File: src/rtl/pipeline_ctrl_8085_pkg.sv
// ---------------------------------------------------------------------------
// pipe_8085_pkg
// Shared types and constants for the 8085 pipeline controller:
//   state_e   - controller state (RUN / HALTED)
//   pc_sel_e  - PC source select encodings driven on pc_sel
//   REG_W     - register index width (entries 0..6, index 7 never written)
//   stage_t   - shadow record of one pipeline stage {v, dst, wr, hlt}
//   stage_hit - true when a stage will write register r
// ---------------------------------------------------------------------------
package pipe_8085_pkg;

  localparam int unsigned REG_W = 3;

  typedef enum logic [0:0] {
    ST_RUN    = 1'b0,
    ST_HALTED = 1'b1
  } state_e;

  typedef enum logic [1:0] {
    PC_INC = 2'd0,  // sequential fetch, PC+1
    PC_BR  = 2'd1,  // taken branch target from EX
    PC_RST = 2'd2   // EX PC+1, the restart point after HLT
  } pc_sel_e;

  typedef struct packed {
    logic             v;
    logic [REG_W-1:0] dst;
    logic             wr;
    logic             hlt;
  } stage_t;

  // A stage produces register r if it is live, writes, and targets r.
  function automatic logic stage_hit(input logic             v,
                                     input logic             wr,
                                     input logic [REG_W-1:0] dst,
                                     input logic [REG_W-1:0] r);
    return v & wr & (dst == r);
  endfunction

endpackage

File: src/rtl/pipeline_ctrl_8085_hazard.sv
// ---------------------------------------------------------------------------
// hazard_detect_8085
// Combinational RAW comparator. Flags a hazard when the live ID instruction
// reads a register still being produced by the EX or WB stage. There is no
// forwarding, so a producer in either stage blocks the reader.
// Ports:
//   id_v_i              - ID holds a live instruction
//   src_a_i / use_a_i   - first source index and its read enable
//   src_b_i / use_b_i   - second source index and its read enable
//   ex_v_i/ex_wr_i/ex_dst_i - EX shadow: valid, writes, destination
//   wb_v_i/wb_wr_i/wb_dst_i - WB shadow: valid, writes, destination
//   raw_o               - read-after-write hazard present
// ---------------------------------------------------------------------------
module hazard_detect_8085 #(
  parameter int unsigned REG_W = 3
) (
  input  logic             id_v_i,
  input  logic [REG_W-1:0] src_a_i,
  input  logic             use_a_i,
  input  logic [REG_W-1:0] src_b_i,
  input  logic             use_b_i,
  input  logic             ex_v_i,
  input  logic             ex_wr_i,
  input  logic [REG_W-1:0] ex_dst_i,
  input  logic             wb_v_i,
  input  logic             wb_wr_i,
  input  logic [REG_W-1:0] wb_dst_i,
  output logic             raw_o
);
  import pipe_8085_pkg::*;

  logic hit_a;
  logic hit_b;

  always_comb begin
    hit_a = stage_hit(ex_v_i, ex_wr_i, ex_dst_i, src_a_i)
          | stage_hit(wb_v_i, wb_wr_i, wb_dst_i, src_a_i);
    hit_b = stage_hit(ex_v_i, ex_wr_i, ex_dst_i, src_b_i)
          | stage_hit(wb_v_i, wb_wr_i, wb_dst_i, src_b_i);
    raw_o = id_v_i & ((use_a_i & hit_a) | (use_b_i & hit_b));
  end

endmodule

File: src/rtl/pipeline_ctrl_8085.sv
// ---------------------------------------------------------------------------
// pipeline_ctrl_8085
// Control and hazard scheduler for the 4-stage 8085 pipeline (IF/ID/EX/WB).
// Keeps shadow valid/destination state for ID, EX and WB, stalls on RAW
// hazards, flushes on taken branches and sequences HLT / resume.
// Ports:
//   clk, rst_n          - clock (rising edge), synchronous active-low reset
//   id_src_a/id_use_a   - ID first source and read enable
//   id_src_b/id_use_b   - ID second source and read enable
//   id_dst/id_wr        - ID destination and write enable
//   id_hlt              - ID instruction is HLT
//   ex_br_taken         - branch in EX resolved taken (only meaningful if EX live)
//   resume              - leave HALTED
//   pc_en/pc_sel        - PC update enable and source select
//   ifid_en/ifid_flush  - IF/ID load enable and clear
//   idex_bubble         - insert NOP into ID/EX
//   id_valid            - ID holds a live instruction
//   halted              - processor halted
//   stall_count         - saturating count of RAW stall cycles
// All outputs are forced to zero while rst_n is low.
// ---------------------------------------------------------------------------
module pipeline_ctrl_8085 #(
  parameter int unsigned REG_W = 3,
  parameter int unsigned CNT_W = 16
) (
  input  logic             clk,
  input  logic             rst_n,
  input  logic [REG_W-1:0] id_src_a,
  input  logic             id_use_a,
  input  logic [REG_W-1:0] id_src_b,
  input  logic             id_use_b,
  input  logic [REG_W-1:0] id_dst,
  input  logic             id_wr,
  input  logic             id_hlt,
  input  logic             ex_br_taken,
  input  logic             resume,
  output logic             pc_en,
  output logic [1:0]       pc_sel,
  output logic             ifid_en,
  output logic             ifid_flush,
  output logic             idex_bubble,
  output logic             id_valid,
  output logic             halted,
  output logic [CNT_W-1:0] stall_count
);
  import pipe_8085_pkg::*;

  // Registered state
  state_e           state_q, state_d;
  logic             id_v_q, id_v_d;
  stage_t           ex_q, ex_d;
  logic             wb_v_q, wb_wr_q;
  logic [REG_W-1:0] wb_dst_q;
  logic [CNT_W-1:0] cnt_q, cnt_d;

  // Combinational decisions
  logic    raw;
  logic    br;
  logic    hl;
  logic    pc_en_c;
  pc_sel_e pc_sel_c;
  logic    ifid_en_c;
  logic    flush_c;
  logic    bubble_c;
  logic    hold_c;

  hazard_detect_8085 #(
    .REG_W (REG_W)
  ) u_hazard (
    .id_v_i   (id_v_q),
    .src_a_i  (id_src_a),
    .use_a_i  (id_use_a),
    .src_b_i  (id_src_b),
    .use_b_i  (id_use_b),
    .ex_v_i   (ex_q.v),
    .ex_wr_i  (ex_q.wr),
    .ex_dst_i (ex_q.dst),
    .wb_v_i   (wb_v_q),
    .wb_wr_i  (wb_wr_q),
    .wb_dst_i (wb_dst_q),
    .raw_o    (raw)
  );

  assign br = ex_q.v & ex_br_taken;
  assign hl = ex_q.v & ex_q.hlt;

  // Next-state and control outputs. Branch beats HLT beats RAW; a flush
  // cycle discards the ID instruction, so its hazard is irrelevant and is
  // neither stalled on nor counted.
  always_comb begin
    state_d   = state_q;
    cnt_d     = cnt_q;
    pc_en_c   = 1'b0;
    pc_sel_c  = PC_INC;
    ifid_en_c = 1'b0;
    flush_c   = 1'b0;
    bubble_c  = 1'b0;
    hold_c    = 1'b0;

    unique case (state_q)
      ST_RUN: begin
        if (br) begin
          pc_en_c   = 1'b1;
          pc_sel_c  = PC_BR;
          ifid_en_c = 1'b1;
          flush_c   = 1'b1;
          bubble_c  = 1'b1;
        end else if (hl) begin
          pc_en_c   = 1'b1;
          pc_sel_c  = PC_RST;
          ifid_en_c = 1'b1;
          flush_c   = 1'b1;
          bubble_c  = 1'b1;
          state_d   = ST_HALTED;
        end else if (raw) begin
          bubble_c = 1'b1;
          hold_c   = 1'b1;
          cnt_d    = (&cnt_q) ? cnt_q : cnt_q + 1'b1;
        end else begin
          pc_en_c   = 1'b1;
          ifid_en_c = 1'b1;
        end
      end
      ST_HALTED: begin
        // Fetch is frozen; EX and WB drain through the bubbles.
        bubble_c = 1'b1;
        if (resume) state_d = ST_RUN;
      end
      default: state_d = ST_RUN;
    endcase

    ex_d = '0;
    if (!bubble_c) begin
      ex_d.v   = id_v_q;
      ex_d.dst = id_dst;
      ex_d.wr  = id_wr;
      ex_d.hlt = id_hlt;
    end

    if (flush_c)     id_v_d = 1'b0;
    else if (hold_c) id_v_d = id_v_q;
    else             id_v_d = pc_en_c;
  end

  always_ff @(posedge clk) begin
    if (!rst_n) begin
      state_q  <= ST_RUN;
      id_v_q   <= 1'b0;
      ex_q     <= '0;
      wb_v_q   <= 1'b0;
      wb_wr_q  <= 1'b0;
      wb_dst_q <= '0;
      cnt_q    <= '0;
    end else begin
      state_q  <= state_d;
      id_v_q   <= id_v_d;
      ex_q     <= ex_d;
      wb_v_q   <= ex_q.v;
      wb_wr_q  <= ex_q.wr;
      wb_dst_q <= ex_q.dst;
      cnt_q    <= cnt_d;
    end
  end

  // Outputs are gated by rst_n so the controller is quiet throughout reset,
  // not only after the first reset edge.
  assign pc_en       = rst_n & pc_en_c;
  assign pc_sel      = rst_n ? pc_sel_c : PC_INC;
  assign ifid_en     = rst_n & ifid_en_c;
  assign ifid_flush  = rst_n & flush_c;
  assign idex_bubble = rst_n & bubble_c;
  assign id_valid    = rst_n & id_v_q;
  assign halted      = rst_n & (state_q == ST_HALTED);
  assign stall_count = rst_n ? cnt_q : '0;

endmodule

File: config.mk
export PLATFORM = sky130hd
export DESIGN_NAME = pipeline_ctrl_8085
export DESIGN_NICKNAME = d
export VERILOG_FILES = /design/src/rtl/pipeline_ctrl_8085_pkg.sv /design/src/rtl/pipeline_ctrl_8085_hazard.sv /design/src/rtl/pipeline_ctrl_8085.sv
export SDC_FILE = /design/constraint.sdc
export NUM_CORES = 1
export LEC_CHECK = 0
export CAP_MARGIN = 20
export CORE_ASPECT_RATIO = 0.9
export CORE_MARGIN = 4
export CORE_UTILIZATION = 48
export DETAILED_ROUTE_END_ITERATION = 6
export PLACE_DENSITY = 0.89
export SLEW_MARGIN = 20
export SYNTH_ARGS = -nofsm -noshare
export SYNTH_HDL_FRONTEND = slang
export SYNTH_SLANG_ARGS = --single-unit
File: constraint.sdc
create_clock -name clk -period 2.6 [get_ports clk]
set_input_delay 0.39 -clock clk [delete_from_list [all_inputs] [get_ports clk]]
set_output_delay 0.39 -clock clk [all_outputs]
set_load 0.05 [all_outputs]
==> results of run 1 <==
==> layer usage <==
layer  track usage, %  wire length (um)
met5                0                 0
met4             13.6               107
met1             26.2              1690
met2             33.3              1880
met3             5.29               202
==> cells by family (layout without fill, tap and decap cells) <==
family | count (synthesis) | in the layout | synth area share, %
and+or+nand+nor | 89 | 89 | 32.4
DFF | 29 | 29 | 37.9
AOI/OAI and AO/OA | 17 | 17 | 7.84
buffers and inverters | 16 | 65 | 5.64
xor gates and xnor gates | 14 | 14 | 8.01
muxes | 9 | 9 | 7.35
adders and majority gates | 1 | 1 | 0.817
==> final timing paths <==
check	startpoint	end	slack, ps
worst max-delay path	id_src_a[1]	ifid_en	120
worst min-delay path	ex_q[1]	wb_wr_q	470
worst max register to register	cnt_q[0]	cnt_q[3]	440
worst min register to register	ex_q[1]	wb_wr_q	470
==> metrics by stage <==
step	TNS [ps]	utilization, %	hold slack, ps	cell area, um2
after floorplan	0	-	435	1540
final	0	75.2	468	2310
after CTS	0	75.2	464	2300
after global routing	0	75.2	481	2310
after detailed placement	-7.54	73.3	444	2250
after global placement	0	73.3	442	2250
==> placed cells by master, fill, tap and decap left out, drive strengths merged <==
master,n
nor4,4
clkbuf,7
and3,11
and4,2
or3b,1
a211oi,2
xor2,12
inv,8
xnor2,2
a31o,2
nor3,5
nand2,11
mux2,9
clkdlybuf4s50,16
nor4b,2
o21a,1
or2,1
o21ai,3
o211ai,2
nand4,5
a21o,2
a311oi,1
nand3,8
dfxtp,29
and2,18
ha,1
a21oi,4
buf,34
nor2,20
or4,1
==> Yosys cell counts <==
library cell and n:
and2_2 1, a21o_1 1, o21ai_0 3, xnor2_1 2, nor3_1 4, nand2_1 11, nor3_2 1, and4_2 1
o21a_1 1, and3_2 1, nor4_1 4, buf_4 1, nand4_1 5, and2_1 17, nand3_2 1, clkbuf_1 3
nor4b_2 1, or4_1 1, mux2_4 3, dfxtp_1 29, buf_1 1, and3_1 10, a211oi_1 1, a311oi_1 1
xor2_1 12, o211ai_1 2, nor2_1 20, or3b_1 1, nand3_1 7, buf_6 3, or2_2 1, mux2_2 6
inv_1 8, nor4b_1 1, a211oi_2 1, a21oi_1 4, and4_1 1, a21o_2 1, ha_1 1, a31o_2 2
==> layout make-up <==
| class | instances | area share, % |
|---|---|---|
| clock buffer | 7 | 2.39 |
| multi-input combinational | 130 | 37.8 |
| sequential | 29 | 25.2 |
| inverter | 8 | 1.30 |
| tap | 42 | 2.28 |
| timing repair buffer | 50 | 31.0 |
==> sequential cells by signal, summed over array words and instances (netlist names) <==
signal    cells
cnt_q        16
wb_v_q        1
state_q       1
wb_wr_q       1
id_v_q        1
wb_dst_q      3
ex_q          6
==> power groups by stage <==
stage	Clock, mW	Sequential (mW)	Combinational, mW
global route	0.309	0.465	0.130
finish	0.275	0.464	0.121
CTS	0.284	0.464	0.122
detailed placement	0	0.474	0.121
floorplan	0	0.472	0.0598
global placement	0	0.474	0.118
==> what timing repair did <==
action	4_1_cts	5_1_grt
pin swaps	0	1
endpoints found under the setup margin	2	3
resized for setup	1	1
==> impl_results.md, run 1 <==
- Family with the most delay on the worst path: buffers and inverters
- FF+latch count, synth: 29
- Detailed-route DRC error count: 0
- FF-to-FF path depth: 8
- GRT Util Overall: 21.3%
- Run status: complete, no violations
- Tcrit/Tclk final: 95.5%
- Worst Max-Slew Pin Slew: 450 ps
- Critical-path top delay cell: clkdlybuf4s50_1
- Routability cong.: 0.842
- Max Clock Skew: 6.41 ps
- CP arrival: 2090 ps
- Seq/Total Area, Yosys: 37.9%
- Vias/cell: 5.35
- Critical path type: in2out
- Total global routing overflow: 0
- Routed vias: 1424
- Hold/Removal Path Class: reg2reg
- CTS tree: yes
- FF+latch area: 581 um2
- Final Hold Viols: 0
- Row count: 19
- Sw frac: 25.1%
- Worst IR Drop VDD: 262 uV
- Synth Instances: 175
- Antenna violations before repair: 0
- Crit path buf inv count: 2
- Synth-to-Final Area Change: 50.6%
- Mapped cell area: 1530 um2
- Max Cap Violations: 0
- PwrDens: 373 nW/um2
- Fmax achieved: 403 MHz
- Postcts setup bufs: 0
- TritonCTS Sinks: 29
- Final wirelength: 3880 um
- Number of global-route vias before repair: 1430
- Final Max Slew Viols: 0
- Comb pwr share: 14.1%
- Crit. path cell count: 7
- Die width: 67.5 um
- Max H-tree Level: 2
- Root Buffer: clkbuf_4
- Synth top area cells: dfxtp_1 38%, and2_1 6.9%, xor2_1 6.9%
- Internal: 644 uW
- Psw: 216 uW
- Initial drt markers: 120
- Core Area: 3070 um2
- CTS buffer count: 5
- Die Ht: 61.6 um
- Syn Nets: 193
- Syn. warnings: 0
- Worst setup EP type: primary output
- Largest net degree at the start of global routing: 15
- Total chip power: 861 uW
- Clock Latency Late Sink: 330 ps
- Leakage: 0.968 nW
- Hold Buf Count CTS: 0
- Clock transition at the registers of the reported paths: 90 ps
- Clock Power Share: 32.0%
- Area taken by multi-input logic gates: 872 um2
- CP Launch Type: input port
- Die ar.: 4160 um2
- Router iterations before antenna repair: 4
- Post-DRT Antenna Nets: 0
- Num ports: 41
- RSZ-0062 raised after global routing: false
- Yosys top cell area share: 37.9%
- Inst Count DP: 259
- Final WS setup: 117 ps
- Rel. slew slack: 69.8%
- Fillers: 196
- Post-Place Setup Slack: -4.02 ps
- Fin cells: 266
- Flop pwr share: 53.9%
- Number of port buffers: 40
- Worst-case clock buffer depth: 2
- Final Critical Period: 2480 ps
- HPWL after DPL: 2970 um
- Required time of the critical path: 2210 ps
- Proportion of layout cells with a drive suffix above 1: 27.7%
- Nets: 242
- First-pass GRT wire length: 6440 um
- Number of inserted diodes: 0
- Hold path depth: 1
- Cell Chain, Critical Path: clkdlybuf4s50_1 > xor2_1 > nor4_1 > o211ai_1 > and2_4 > a31o_2 > buf_12
- Max stage delay on crit path: 450 ps
- Initial Utilization: 49.9%
- Largest area contributor in the netlist: dfxtp_1
- Final setup fails: 0
- WL/cell: 14.6 um
- Distinct cells, synth: 40
- Critical path fanouts, max: 8
- Avg Inst Size Synth: 8.75 um2
Power figures use the tool's default switching activity.
==> run 2, diff against run 1 <==
REMOVE_ABC_BUFFERS = 1   (was not set)
==> run 2 against run 1 <==
Worst setup slack lost 64 ps. Clock skew grew 2.6 ps. Sequential share of layout area shrank 0.56 points. Flip-flop and latch count is the same. Critical path depth is the same. Fmax shrank 2.5%. Hold slack gained 30 ps. Sequential power is essentially flat. Non-clock buffer count grew 6. Die area is the same. Register-to-register slack lost 20 ps. First-iteration DRC count shrank 58%.
==> impl_results.md, run 2 (synthesis results as in run 1) <==
- Run status: complete, no violations (unchanged)
- Worst-case clock buffer depth: 2 (unchanged)
- Die ar.: 4160 um2 (unchanged)
- Final WS setup: 53.3 ps (was 117 ps)
- Antenna violations before repair: 0 (unchanged)
- Cell Chain, Critical Path: clkdlybuf4s50_1 > xor2_1 > nor4_1 > o211ai_1 > and2_4 > a31o_4 > buf_12 (was clkdlybuf4s50_1 > xor2_1 > nor4_1 > o211ai_1 > and2_4 > a31o_2 > buf_12)
- Router iterations before antenna repair: 4 (unchanged)
- CTS buffer count: 5 (unchanged)
- Required time of the critical path: 2210 ps (about the same)
- WL/cell: 14.3 um (was 14.6 um)
- Die Ht: 61.6 um (unchanged)
- GRT Util Overall: 19.8% (was 21.3%)
- Largest net degree at the start of global routing: 15 (unchanged)
- Worst setup EP type: primary output (unchanged)
- Final setup fails: 0 (unchanged)
- Core Area: 3070 um2 (unchanged)
- HPWL after DPL: 2830 um (was 2970 um)
- Final Hold Viols: 0 (unchanged)
- Final Max Slew Viols: 0 (unchanged)
- Number of inserted diodes: 0 (unchanged)
- FF-to-FF path depth: 9 (was 8)
- FF+latch area: 581 um2 (unchanged)
- Hold path depth: 1 (unchanged)
- Num ports: 41 (unchanged)
- Worst R2R Setup Slack: 420 ps (was 440 ps)
- Largest reg by FF count: cnt_q (unchanged)
- Fillers: 206 (was 196)
- Post-Place Setup Slack: -30.9 ps (was -4.02 ps)
- Routability cong.: 0.901 (was 0.842)
- Layout Utilization: 76.9% (was 75.2%)
- Commonest non-fill, non-tap cell in the layout: dfxtp_1 (unchanged)
- Initial drt markers: 50 (was 120)
- Critical path type: in2out (unchanged)
- Leakage: 0.997 nW (was 0.968 nW)
- CP Launch Type: input port (unchanged)
- Die width: 67.5 um (unchanged)
- Proportion of layout cells with a drive suffix above 1: 29.6% (was 27.7%)
- Worst Max-Slew Pin Slew: 481 ps (was 450 ps)
- Rel. slew slack: 67.9% (was 69.8%)
- Largest registers: cnt_q x16, ex_q x6, wb_dst_q x3 (unchanged)
- Largest register FFs: 16 (unchanged)
- Vias/cell: 5.22 (was 5.35)
- Number of global-route vias before repair: 1393 (was 1430)
- Critical-path top delay cell: clkdlybuf4s50_1 (unchanged)
- Final Critical Period: 2550 ps (was 2480 ps)
- Max stage delay on crit path: 460 ps (was 450 ps)
- Root Buffer: clkbuf_4 (unchanged)
- First-pass GRT wire length: 6070 um (was 6440 um)
- Number of port buffers: 40 (unchanged)
- Hold/Removal Path Class: reg2reg (unchanged)
- Synth-to-Final Area Change: 54.0% (was 50.6%)
- Final wirelength: 3900 um (was 3880 um)
- CTS tree: yes (unchanged)
- Critical path fanouts, max: 7 (was 8)
- Fmax achieved: 393 MHz (was 403 MHz)
- Nets: 248 (was 242)
- Clock Latency Late Sink: 320 ps (was 330 ps)
- Clock transition at the registers of the reported paths: 80 ps (was 90 ps)
- Max Cap Violations: 0 (unchanged)
- Max Clock Skew: 9.01 ps (was 6.41 ps)
- Total global routing overflow: 0 (unchanged)
- Worst IR Drop VDD: 273 uV (was 262 uV)
- Most frequent cells in the layout: 29 x dfxtp_1, 24 x buf_12, 20 x nor2_1 (unchanged)
- Initial Utilization: 49.9% (unchanged)
- TritonCTS Sinks: 29 (unchanged)
- Post-Route Setup TNS: 0 ps (unchanged)
- Area taken by multi-input logic gates: 880 um2 (was 872 um2)
- PwrDens: 363 nW/um2 (was 373 nW/um2)
- Row count: 19 (unchanged)
- CP arrival: 2160 ps (was 2090 ps)
- Detailed-route DRC error count: 0 (unchanged)
- Crit path buf inv count: 2 (unchanged)
- Tcrit/Tclk final: 97.9% (was 95.5%)
- Post-DRT Antenna Nets: 0 (unchanged)
- Crit. path cell count: 7 (unchanged)
- Max H-tree Level: 2 (unchanged)
- Family with the most delay on the worst path: buffers and inverters (unchanged)
- Hold Buf Count CTS: 0 (unchanged)
- Routed vias: 1420 (was 1424)
[run 2: area by class of cell]
type,instances,share of cell area [%]
sequential,29,24.6
tap,42,2.23
timing repair buffer,56,32.3
clock buffer,7,2.33
multi-input combinational,130,37.3
inverter,8,1.27
[run 2: path summary, 6_finish.rpt]
check,end,from
worst max-delay path,pc_en,id_src_a[1]
worst min-delay path,wb_wr_q,ex_q[1]
worst max register to register,cnt_q[6],ex_q[5]
worst min register to register,wb_wr_q,ex_q[1]
[run 2: report_power, final]
part	internal [mW]	switching, mW	leakage [nW]	total, mW
registers	0.455	0.00937	0.236	0.464
logic	0.0642	0.0601	0.729	0.124
clock network	0.127	0.141	0.0314	0.268
total	0.646	0.210	0.997	0.857
[run 2: stage by stage]
step	hold slack (ps)	area (um2)	instances	power, mW
floorplan	435	1480	167	0.524
global placement	446	2270	262	0.592
detailed placement	479	2270	262	0.595
CTS	498	2320	269	0.860
global route	511	2360	272	0.889
finish	498	2360	272	0.857
[run 2: metal layers]
metal,vias up,wire length [um],GRT usage (%)
met5,-,0,0
met1,658,1680,23.2
met2,39,1960,33.8
met3,9,179,4.93
li1,714,-,-
met4,0,82,9.83
[run 2: what timing repair did]
item                       4_1_cts  5_1_grt
pin swaps                        0        5
buffers inserted                 0        3
gates resized for setup          2        2
setup endpoints to repair        3        3
